$ cat src/rtl/pixel_writer.sv
// pixel_writer: lines up iterator requests with the solver read data two cycles
// later, turns iteration counts into colours and streams {address, colour}
// pairs to the framebuffer through a small FIFO with early stall.
module pixel_writer #(
    parameter int NUM_SOLVERS = 1,
    parameter int WIDTH       = 99,
    parameter int HEIGHT      = 66,
    parameter int DATA_WIDTH  = 16,
    parameter int MAX_ITER    = 255,
    parameter int FIFO_DEPTH  = 8
) (
    input  logic                  clock,
    input  logic                  reset,
    input  logic                  en,
    input  logic [5:0]            solver_id,
    input  logic [18:0]           solver_addr,
    input  logic                  end_stream,
    input  logic [DATA_WIDTH-1:0] rd_data,
    output logic                  stall,
    output logic [18:0]           fb_addr,
    output logic [7:0]            fb_data,
    output logic                  fb_we,
    input  logic                  fb_ready,
    output logic                  frame_done,
    output logic                  addr_err
);

    localparam int                PTR_W        = $clog2(FIFO_DEPTH);
    localparam int                CNT_W        = PTR_W + 1;
    localparam logic [18:0]       FRAME_PIXELS = 19'(WIDTH * HEIGHT);
    localparam logic [CNT_W-1:0]  STALL_LEVEL  = CNT_W'(FIFO_DEPTH - 3);
    localparam logic [DATA_WIDTH-1:0] SET_LEVEL = DATA_WIDTH'(MAX_ITER);

    typedef enum logic [1:0] {
        IDLE   = 2'd0,
        STREAM = 2'd1,
        DRAIN  = 2'd2,
        DONE   = 2'd3
    } state_e;

    // One iterator request travelling down the alignment pipeline.
    typedef struct packed {
        logic        valid;
        logic [5:0]  id;
        logic [18:0] addr;
        logic        last;
    } req_t;

    // One pending framebuffer write.
    typedef struct packed {
        logic [18:0] addr;
        logic [7:0]  colour;
    } entry_t;

    state_e           state_q, state_d;
    req_t             stage1_q, stage2_q;
    entry_t           mem_q [FIFO_DEPTH];
    logic [PTR_W-1:0] wr_ptr_q, rd_ptr_q;
    logic [CNT_W-1:0] count_q, count_d;
    logic             stall_q;
    logic             addr_err_q;

    logic [18:0]      pixel_idx;
    logic [7:0]       colour;
    logic             in_range;
    logic             beat;
    logic             push;
    logic             drop;
    logic             pop;
    logic             empty;

    // Datapath for the aligned beat: linear index, range test and colour.
    assign pixel_idx = stage2_q.addr * 19'(NUM_SOLVERS) + 19'(stage2_q.id);
    assign in_range  = pixel_idx < FRAME_PIXELS;
    assign colour    = (rd_data >= SET_LEVEL) ? 8'h00 : (rd_data[7:0] | 8'h01);

    // Only beats that arrive while streaming reach the FIFO; late ones in DRAIN are ignored.
    assign beat  = stage2_q.valid && (state_q == STREAM);
    assign push  = beat && in_range;
    assign drop  = beat && !in_range;
    assign empty = (count_q == '0);
    assign pop   = !empty && fb_ready;

    assign fb_we      = !empty;
    assign fb_addr    = empty ? 19'd0 : mem_q[rd_ptr_q].addr;
    assign fb_data    = empty ? 8'd0  : mem_q[rd_ptr_q].colour;
    assign stall      = stall_q;
    assign frame_done = (state_q == DONE);
    assign addr_err   = addr_err_q;

    // Two-stage request pipeline that advances every cycle so it meets rd_data.
    always_ff @(posedge clock or negedge reset) begin
        // NOTE: state registers use non-blocking assignment so every flop samples
        // pre-edge values; blocking here would collapse the two stages into one.
        if (!reset) begin
            stage1_q <= '0;
            stage2_q <= '0;
        end else begin
            stage1_q <= '{valid: en, id: solver_id, addr: solver_addr, last: end_stream};
            stage2_q <= stage1_q;
        end
    end

    // FIFO occupancy after this cycle's push and pop; both together cancel out.
    always_comb begin
        // NOTE: every always_comb output gets a default first, so no path can
        // leave it unassigned and infer a latch.
        count_d = count_q;
        case ({push, pop})
            2'b10:   count_d = count_q + CNT_W'(1);
            2'b01:   count_d = count_q - CNT_W'(1);
            default: count_d = count_q;
        endcase
    end

    // FIFO pointers, occupancy, registered stall and sticky range error.
    always_ff @(posedge clock or negedge reset) begin
        if (!reset) begin
            wr_ptr_q   <= '0;
            rd_ptr_q   <= '0;
            count_q    <= '0;
            stall_q    <= 1'b0;
            addr_err_q <= 1'b0;
        end else begin
            if (push) wr_ptr_q <= wr_ptr_q + PTR_W'(1);
            if (pop)  rd_ptr_q <= rd_ptr_q + PTR_W'(1);
            count_q <= count_d;
            // Threshold leaves room for two beats in flight plus one cycle of stall latency.
            stall_q <= (count_d >= STALL_LEVEL);
            if (drop) addr_err_q <= 1'b1;
        end
    end

    // FIFO storage written on push.
    always_ff @(posedge clock) begin
        // NOTE: the storage array has no reset; pointers and count are cleared,
        // and the outputs are forced to zero whenever the FIFO is empty.
        if (push) mem_q[wr_ptr_q] <= '{addr: pixel_idx, colour: colour};
    end

    // Frame state register.
    always_ff @(posedge clock or negedge reset) begin
        if (!reset) state_q <= IDLE;
        else        state_q <= state_d;
    end

    // Frame sequencing: start on first beat, drain after the last one, pulse done.
    always_comb begin
        state_d = state_q;
        case (state_q)
            IDLE:    if (en) state_d = STREAM;
            STREAM:  if (beat && stage2_q.last) state_d = DRAIN;
            DRAIN:   if (empty) state_d = DONE;
            DONE:    state_d = IDLE;
            default: state_d = IDLE;
        endcase
    end

endmodule
$ cat config.mk
export PLATFORM = sky130hd
export DESIGN_NAME = pixel_writer
export DESIGN_NICKNAME = d
export VERILOG_FILES = /design/src/rtl/pixel_writer.sv
export SDC_FILE = /design/constraint.sdc
export NUM_CORES = 1
export LEC_CHECK = 0
export BUFFER_PORTS_ARGS = -buffer_cell sky130_fd_sc_hd__buf_2
export CORE_ASPECT_RATIO = 1.4
export CORE_MARGIN = 2
export CORE_UTILIZATION = 45
export CTS_BUF_LIST = sky130_fd_sc_hd__clkbuf_8
export DETAILED_ROUTE_END_ITERATION = 6
export GPL_TIMING_DRIVEN = 0
export PLACE_DENSITY = 0.7
export SETUP_SLACK_MARGIN = 0.2
export SYNTH_ARGS = -nofsm -noshare
export SYNTH_HDL_FRONTEND = slang
export SYNTH_SLANG_ARGS = --single-unit
$ cat constraint.sdc
create_clock -name clock -period 5.8 [get_ports clock]
set_input_delay 0 -clock clock [delete_from_list [all_inputs] [get_ports clock]]
set_output_delay 0 -clock clock [all_outputs]
set_load 0.005 [all_outputs]
==> reports/metrics.json, run 1 <==
{
  "viasPerCell": 5.38,
  "tritoncts_sink_count": 284,
  "power.share.clock": 0.287,
  "routed_wirelength_um": 21600,
  "start_kind": "flip-flop",
  "max_freq_ghz": 0.225,
  "worst_ir_drop_on_vdd_uv": 187,
  "fp-row-count": 68,
  "tritoncts": "yes",
  "path_depth": 18,
  "cts_root_buffer": "clkbuf_8",
  "placeableCoreArea_um2": 24600,
  "synthesized_netlist_net_count": 654,
  "worst_max_slew_pin_slew_ns": 0.970,
  "setup_repair_after_global_routing_missed_its_margin": "false",
  "post-route-worst-setup-slack_ns": 1.35,
  "syn_inst": 592,
  "power.share.switching": 0.283,
  "skew_pair_late_insertion_delay_ns": 0.53,
  "layout_area_overhead_pct": 18.0,
  "final.min_clock_period_ns": 4.45,
  "combPwrFrac": 0.265,
  "buffer_ports.inserted": 76,
  "crit_required_ns": 6.26,
  "max_slew_margin": 0.354,
  "wire_per_inst_um": 19.7,
  "pre_cts_ws_ns": 1.44,
  "setup_viol": 0,
  "dp_hpwl_um": 13700,
  "fin_cells": 1098,
  "grt_use_total": 0.174,
  "pin_count_of_the_biggest_net_entering_global_routing": 40,
  "cts_buffers": 41,
  "cts_resized": 0,
  "initial_core_util": 0.456,
  "hold_path.class": "in2async",
  "final.hold.worst_slack_ns": 0.0404,
  "drt_iter0_drc": 328,
  "clk_pin_slew_ns": 0.06,
  "period_share": 0.767,
  "antenna_cells_inserted": 0,
  "power.density_cell_area_nw_per_um2": 391,
  "worst_clock_skew_ns": 0.0130,
  "cp_max_fo": 9,
  "nets": 815,
  "timing.final.hold_violations": 0,
  "post_synth_num_cell_types": 56,
  "yosysWarnings": 0,
  "drt.antenna.violating_nets": 0,
  "crit_path_max_incr_delay_ns": 0.41,
  "floorplan.die_area_um2": 26200,
  "critPathTopFamily": "compound AO/OA/AOI/OAI gates",
  "gp_congestion": 0.828,
  "worst_setup_path_end_kind": "flip-flop",
  "layout-drive-gt1-share": 0.280,
  "synth_enable_flop_cells": 216,
  "synth_seq_area_share": 0.731,
  "power.net_switching_mw": 1.47,
  "arrival_time_worst_endpoint_ns": 4.91,
  "synthesis.area_um2": 11200,
  "cts_hold_buf": 35,
  "slew_violations": 0,
  "grt-ovfl-total": 0,
  "post_cts_buffers": 0,
  "syn_area_per_cell_um2": 18.9,
  "die_h_um": 191,
  "die_x_um": 137,
  "bufs_on_longest_clock_path": 3,
  "setup-tns-final_ns": 0,
  "drt_pass1_iterations": 5,
  "dpl.cell_count": 990,
  "boundaryPins": 77,
  "total_leakage_power_nw": 4.76,
  "antenna_found_initial": 0,
  "grt_first_pass_wirelength_um": 34000,
  "postSynth.topFlopCell": "edfxtp_1",
  "synthArstFlopShare": 0.239,
  "status": "finished, final reports clean",
  "internal-power_mw": 3.71,
  "utilization": 0.538,
  "critical_path_cell_by_cell": "ha_1 > fa_1 > a21oi_1 > o22a_1 > xnor2_1 > a2111o_1 > a32o_2 > a21oi_1 > inv_1 > ha_1 > xor2_1 > ha_1 > a21oi_1 > xor2_1 > nor2_1 > xor2_1 > o21ai_0 > nand2b_1",
  "pwr-share-seq": 0.448,
  "worst-path-buf-inv": 1,
  "setup.worst_path.class": "reg2reg",
  "first_global_vias": 6391,
  "r2r_cells": 18,
  "maxCapViolations": 0,
  "cts_max_level": 2,
  "yosys_register_bits": 284,
  "worst_path_max_delay_cell": "fa_1",
  "drt_drc_violations_left": 0,
  "vias": 5902
}
-- cell usage in the layout, fill, tap and decap left out, types with 3 or more instances in the layout --
cell / count
a211oi_1: 7
a21oi_1: 7
and2_1: 9
and3b_2: 4
buf_1: 11
buf_2: 78
buf_6: 6
clkbuf_1: 9
clkbuf_8: 47
clkinv_2: 7
dfrtp_1: 68
dlygate4sd3_1: 35
edfxtp_1: 216
ha_1: 15
inv_1: 23
mux2i_1: 28
mux4_2: 54
nand2_1: 15
nand3_1: 8
nand3b_1: 3
nand4_1: 6
nor2_1: 35
nor3_1: 3
nor4_1: 5
o211ai_1: 4
xnor2_1: 11
xor2_1: 15
-- cell type report --
cell class	count	area, um2
Fill cell	1897	11400
Sequential cell	284	8190
Timing Repair Buffer	118	818
Tap cell	315	394
Inverter	7	26.3
Clock buffer	47	647
Buffer	22	85.1
Multi-Input combinational cell	279	2940
Clock inverter	26	136
-- per-layer routing --
metal  track usage  share of wire  routed length, um  up-vias
met5             0              0                  0        -
met4        0.0579          0.024                526        0
met3        0.0324          0.049               1060       42
met2         0.321           0.54              11800      198
met1         0.201           0.38               8280     2991
li1              -              -                  -     2671
-- final timing paths --
path	from	end	slack, ns
setup / recovery	stage2_q[1]	stall	1.35
hold / removal	reset	count_q[1]	0.04
setup reg to reg	stage2_q[1]	stall	1.35
hold reg to reg	stage1_q[7]	stage2_q[7]	0.34
max in group asynchronous	reset	rd_ptr_q[2]	5.11
min in group clock	rd_data[14]	mem_q[7][0]	0.09
-- power by group through the flow --
stage | combinational (mW) | sequential (mW) | clock [mW]
3_3_place_gp | 1.34 | 2.35 | 0
4_1_cts | 1.41 | 2.32 | 1.53
2_1_floorplan | 0.931 | 2.34 | 0
6_report | 1.37 | 2.32 | 1.49
3_5_place_dp | 1.39 | 2.36 | 0
5_1_grt | 1.52 | 2.33 | 1.61
-- cell usage after synthesis (2+ instances only) --
cell type / count / area share
edfxtp_1: 216 / 0.58
dfrtp_1: 68 / 0.15
mux4_2: 54 / 0.11
nor2_1: 35 / 0.012
mux2i_1: 28 / 0.025
ha_1: 15 / 0.017
nand2_1: 15 / 0.0050
xor2_1: 15 / 0.012
buf_1: 11 / 0.0037
xnor2_1: 11 / 0.0086
and2_1: 9 / 0.0050
clkbuf_1: 9 / 0.0030
nand3_1: 8 / 0.0036
a211oi_1: 7 / 0.0047
a21oi_1: 7 / 0.0031
inv_1: 7 / 0.0023
nand4_1: 6 / 0.0033
nor4_1: 5 / 0.0028
and3_1: 4 / 0.0022
and3b_1: 4 / 0.0031
nor3b_1: 4 / 0.0027
o211ai_1: 4 / 0.0027
nand3b_1: 3 / 0.0020
nor3_1: 3 / 0.0013
a211o_1: 2 / 0.0016
a211oi_2: 2 / 0.0022
a21boi_0: 2 / 0.0013
a31o_2: 2 / 0.0016
buf_2: 2 / 0.00089
mux2_2: 2 / 0.0020
nand2b_1: 2 / 0.0011
nor2b_1: 2 / 0.0011
o211a_1: 2 / 0.0018
o21ai_0: 2 / 0.00089
o21bai_1: 2 / 0.0013
or2_2: 2 / 0.0011
-- cell families (layout without fill, tap and decap cells) --
kind of cell	count (synthesis)	after routing	share of synthesized area
buffers and inverters	29	220	0.00994
AO/OA/AOI/OAI	45	45	0.0339
multiplexers	85	85	0.137
flip-flops	284	284	0.731
adder cells (fa/ha/maj)	16	16	0.0185
AND/OR/NAND/NOR	107	107	0.0499
XOR/XNOR	26	26	0.0203
-- state kept, by name, indices dropped and copies added (netlist names) --
register / flops
stage1_q: 27
stage2_q: 27
stall: 1
wr_ptr_q: 3
count_q: 4
rd_ptr_q: 3
mem_q: 216
addr_err: 1
state_q: 2
-- through the flow --
step	total power, mW	instance area [um2]
after CTS	5.26	13200
after detailed placement	3.75	12100
final	5.18	13200
after global routing	5.45	13200
after global placement	3.69	12000
after floorplan	3.28	11200
No activity file was read; power rests on OpenSTA's default activity.
==> run 2: changes to the inputs <==
==> constraint.sdc (replaced) <==
create_clock -name clock -period 4.2 [get_ports clock]
set_input_delay 0 -clock clock [delete_from_list [all_inputs] [get_ports clock]]
set_output_delay 0 -clock clock [all_outputs]
set_load 0.005 [all_outputs]
==> run 2 against run 1 <==
Sequential cell count unchanged. Total power grew 39%. Sequential share of layout area is 0.96 points lower. Routed wire length down 0.38%. Fmax rose by 14%. Design area grew 1.6%. First-iteration DRC count decreased by 17%. Count of clock-buffer cells in the layout is 3 lower. Worst hold slack improved by 0.018 ns. Critical path type unchanged. Critical endpoint unchanged. Clock skew is 0.0071 ns higher.
==> reports/metrics.json, run 2 (synthesized netlist as in run 1, its figures left out) <==
{
  "largest-register": "mem_q",
  "antenna_cells_inserted": 0,
  "timing.critical_path.mode_cell": "xor2_1",
  "pin_count_of_the_biggest_net_entering_global_routing": 69,
  "start_kind": "flip-flop",
  "layout-drive-gt1-share": 0.305,
  "cts_buffers": 42,
  "buffer_ports.inserted": 76,
  "max_slew_margin": 0.334,
  "grt_use_total": 0.174,
  "power.density_cell_area_nw_per_um2": 534,
  "boundaryPins": 77,
  "critical_path_cell_by_cell": "ha_4 > fa_2 > a21oi_4 > nand4_1 > a211o_1 > a2111o_1 > a32o_2 > a21oi_2 > inv_1 > ha_4 > xor2_1 > ha_2 > a21oi_2 > xor2_1 > nor2_1 > xor2_1 > o21ai_1 > nand2b_1",
  "largest_register_ffs": 216,
  "slew_violations": 0,
  "tritoncts": "yes",
  "drt.antenna.violating_nets": 0,
  "post-route-worst-setup-slack_ns": 0.288,
  "antenna_found_initial": 0,
  "vias": 5900,
  "period_share": 0.931,
  "initial_core_util": 0.456,
  "worst_clock_skew_ns": 0.0202,
  "total_leakage_power_nw": 4.81,
  "die_h_um": 191,
  "critPathTopFamily": "compound AO/OA/AOI/OAI gates",
  "layout_area_overhead_pct": 19.9,
  "wire_per_inst_um": 19.4,
  "crit_required_ns": 4.67,
  "max_freq_ghz": 0.256,
  "routed_wirelength_um": 21500,
  "dpl.cell_count": 988,
  "fp-row-count": 68,
  "hold_path.class": "in2reg",
  "commonest_non_fill_non_tap_cell_in_the_layout": "edfxtp_1",
  "worst-path-buf-inv": 1,
  "cts_root_buffer": "clkbuf_8",
  "grt_first_pass_wirelength_um": 34300,
  "drt_pass1_iterations": 4,
  "setup_repair_after_global_routing_missed_its_margin": "true",
  "worst_path_max_delay_cell": "a2111o_1",
  "maxCapViolations": 0,
  "first_global_vias": 6291,
  "drt_drc_violations_left": 0,
  "skew_pair_late_insertion_delay_ns": 0.54,
  "grt-ovfl-total": 0,
  "crit_path_max_incr_delay_ns": 0.44,
  "largest_registers": "mem_q (216), stage1_q (27), stage2_q (27)",
  "nets": 824,
  "pre_cts_ws_ns": -0.171,
  "setup-tns-final_ns": 0,
  "timing.final.hold_violations": 0,
  "drt_iter0_drc": 271,
  "final.min_clock_period_ns": 3.91,
  "dp_hpwl_um": 13500,
  "worst_max_slew_pin_slew_ns": 0.999,
  "gp_congestion": 0.782,
  "status": "finished, final reports clean",
  "floorplan.die_area_um2": 26200,
  "die_x_um": 137,
  "bufs_on_longest_clock_path": 3,
  "worst_ir_drop_on_vdd_uv": 311,
  "arrival_time_worst_endpoint_ns": 4.38,
  "setup_viol": 0,
  "report.power.total_mw": 7.18,
  "clk_pin_slew_ns": 0.06,
  "highest_count_cells_in_the_layout_ignoring_fill_and_taps": "216 x edfxtp_1, 77 x buf_2, 68 x dfrtp_1",
  "setup.worst_path.class": "reg2reg",
  "fin_cells": 1108,
  "worst_setup_path_end_kind": "flip-flop",
  "utilization": 0.547,
  "cp_max_fo": 5,
  "cts_max_level": 2,
  "tritoncts_sink_count": 284,
  "viasPerCell": 5.32,
  "placeableCoreArea_um2": 24600
}
[run 2: cell count changes in the layout (fill, tap and decap cells not counted), sizes merged]
cell / change
buf: +8
inv: +2
clkinvlp: +1
clkinv: +2
clkbuf: -3
[run 2: per-stage QoR]
stage | area, um2 | hold WS [ns]
after floorplan | 11200 | -0.296
after global placement | 12000 | 0.107
after detailed placement | 12100 | 0.109
after CTS | 13300 | 0.0379
after global routing | 13400 | 0.0780
final | 13400 | 0.0586
[run 2: worst reg2reg max path: stages, from the launching register on]
cell      delay, ns
dfrtp_1        0.39
ha_4           0.19
fa_2           0.40
a21oi_4        0.20
nand4_1        0.11
a211o_1        0.30
a2111o_1       0.44
a32o_2         0.30
a21oi_2        0.14
inv_1          0.09
ha_4           0.19
xor2_1         0.16
ha_2           0.22
a21oi_2        0.04
xor2_1         0.16
nor2_1         0.15
xor2_1         0.21
o21ai_1        0.10
nand2b_1       0.08
[run 2: what timing repair did]
item / in CTS / in global routing
resized for setup: 9 / 19
setup buffers: 4 / 6
setup endpoints to repair: 192 / 200
endpoints found under the hold margin: 153 / 0
hold buffers: 35 / 0
pin swaps: 2 / 7
[run 2: per-layer routing]
layer | GRT usage | vias up | share of wire
met5 | 0 | - | 0
met2 | 0.322 | 173 | 0.55
met1 | 0.204 | 3003 | 0.39
li1 | - | 2685 | -
met3 | 0.0303 | 39 | 0.044
met4 | 0.0496 | 0 | 0.020
[run 2: final cells by class]
cell class	count	area [um2]
Clock inverter	31	163
Sequential cell	284	8190
Clock buffer	44	606
Timing Repair Buffer	126	905
Multi-Input combinational cell	279	3070
Fill cell	1945	11100
Buffer	22	85.1
Inverter	7	26.3
Tap cell	315	394
[run 2: worst paths after layout]
check                             start            to  slack, ns  depth (start not counted)
max                         stage2_q[1]         stall       0.29                         18
min                         rd_data[10]   mem_q[0][0]       0.06                          3
max reg2reg                 stage2_q[1]         stall       0.29                         18
min reg2reg                stage1_q[21]  stage2_q[21]       0.34                          0
max in group asynchronous         reset  stage1_q[20]       3.54                          2
min in group asynchronous         reset    count_q[0]       0.08                          2
[run 2: report_power, final]
part	total, mW	leakage (nW)	internal [mW]	switching (mW)
sequential	3.21	2.69	3.13	0.0765
clock	2.01	0.456	1.04	0.972
combinational	1.97	1.66	0.959	1.01
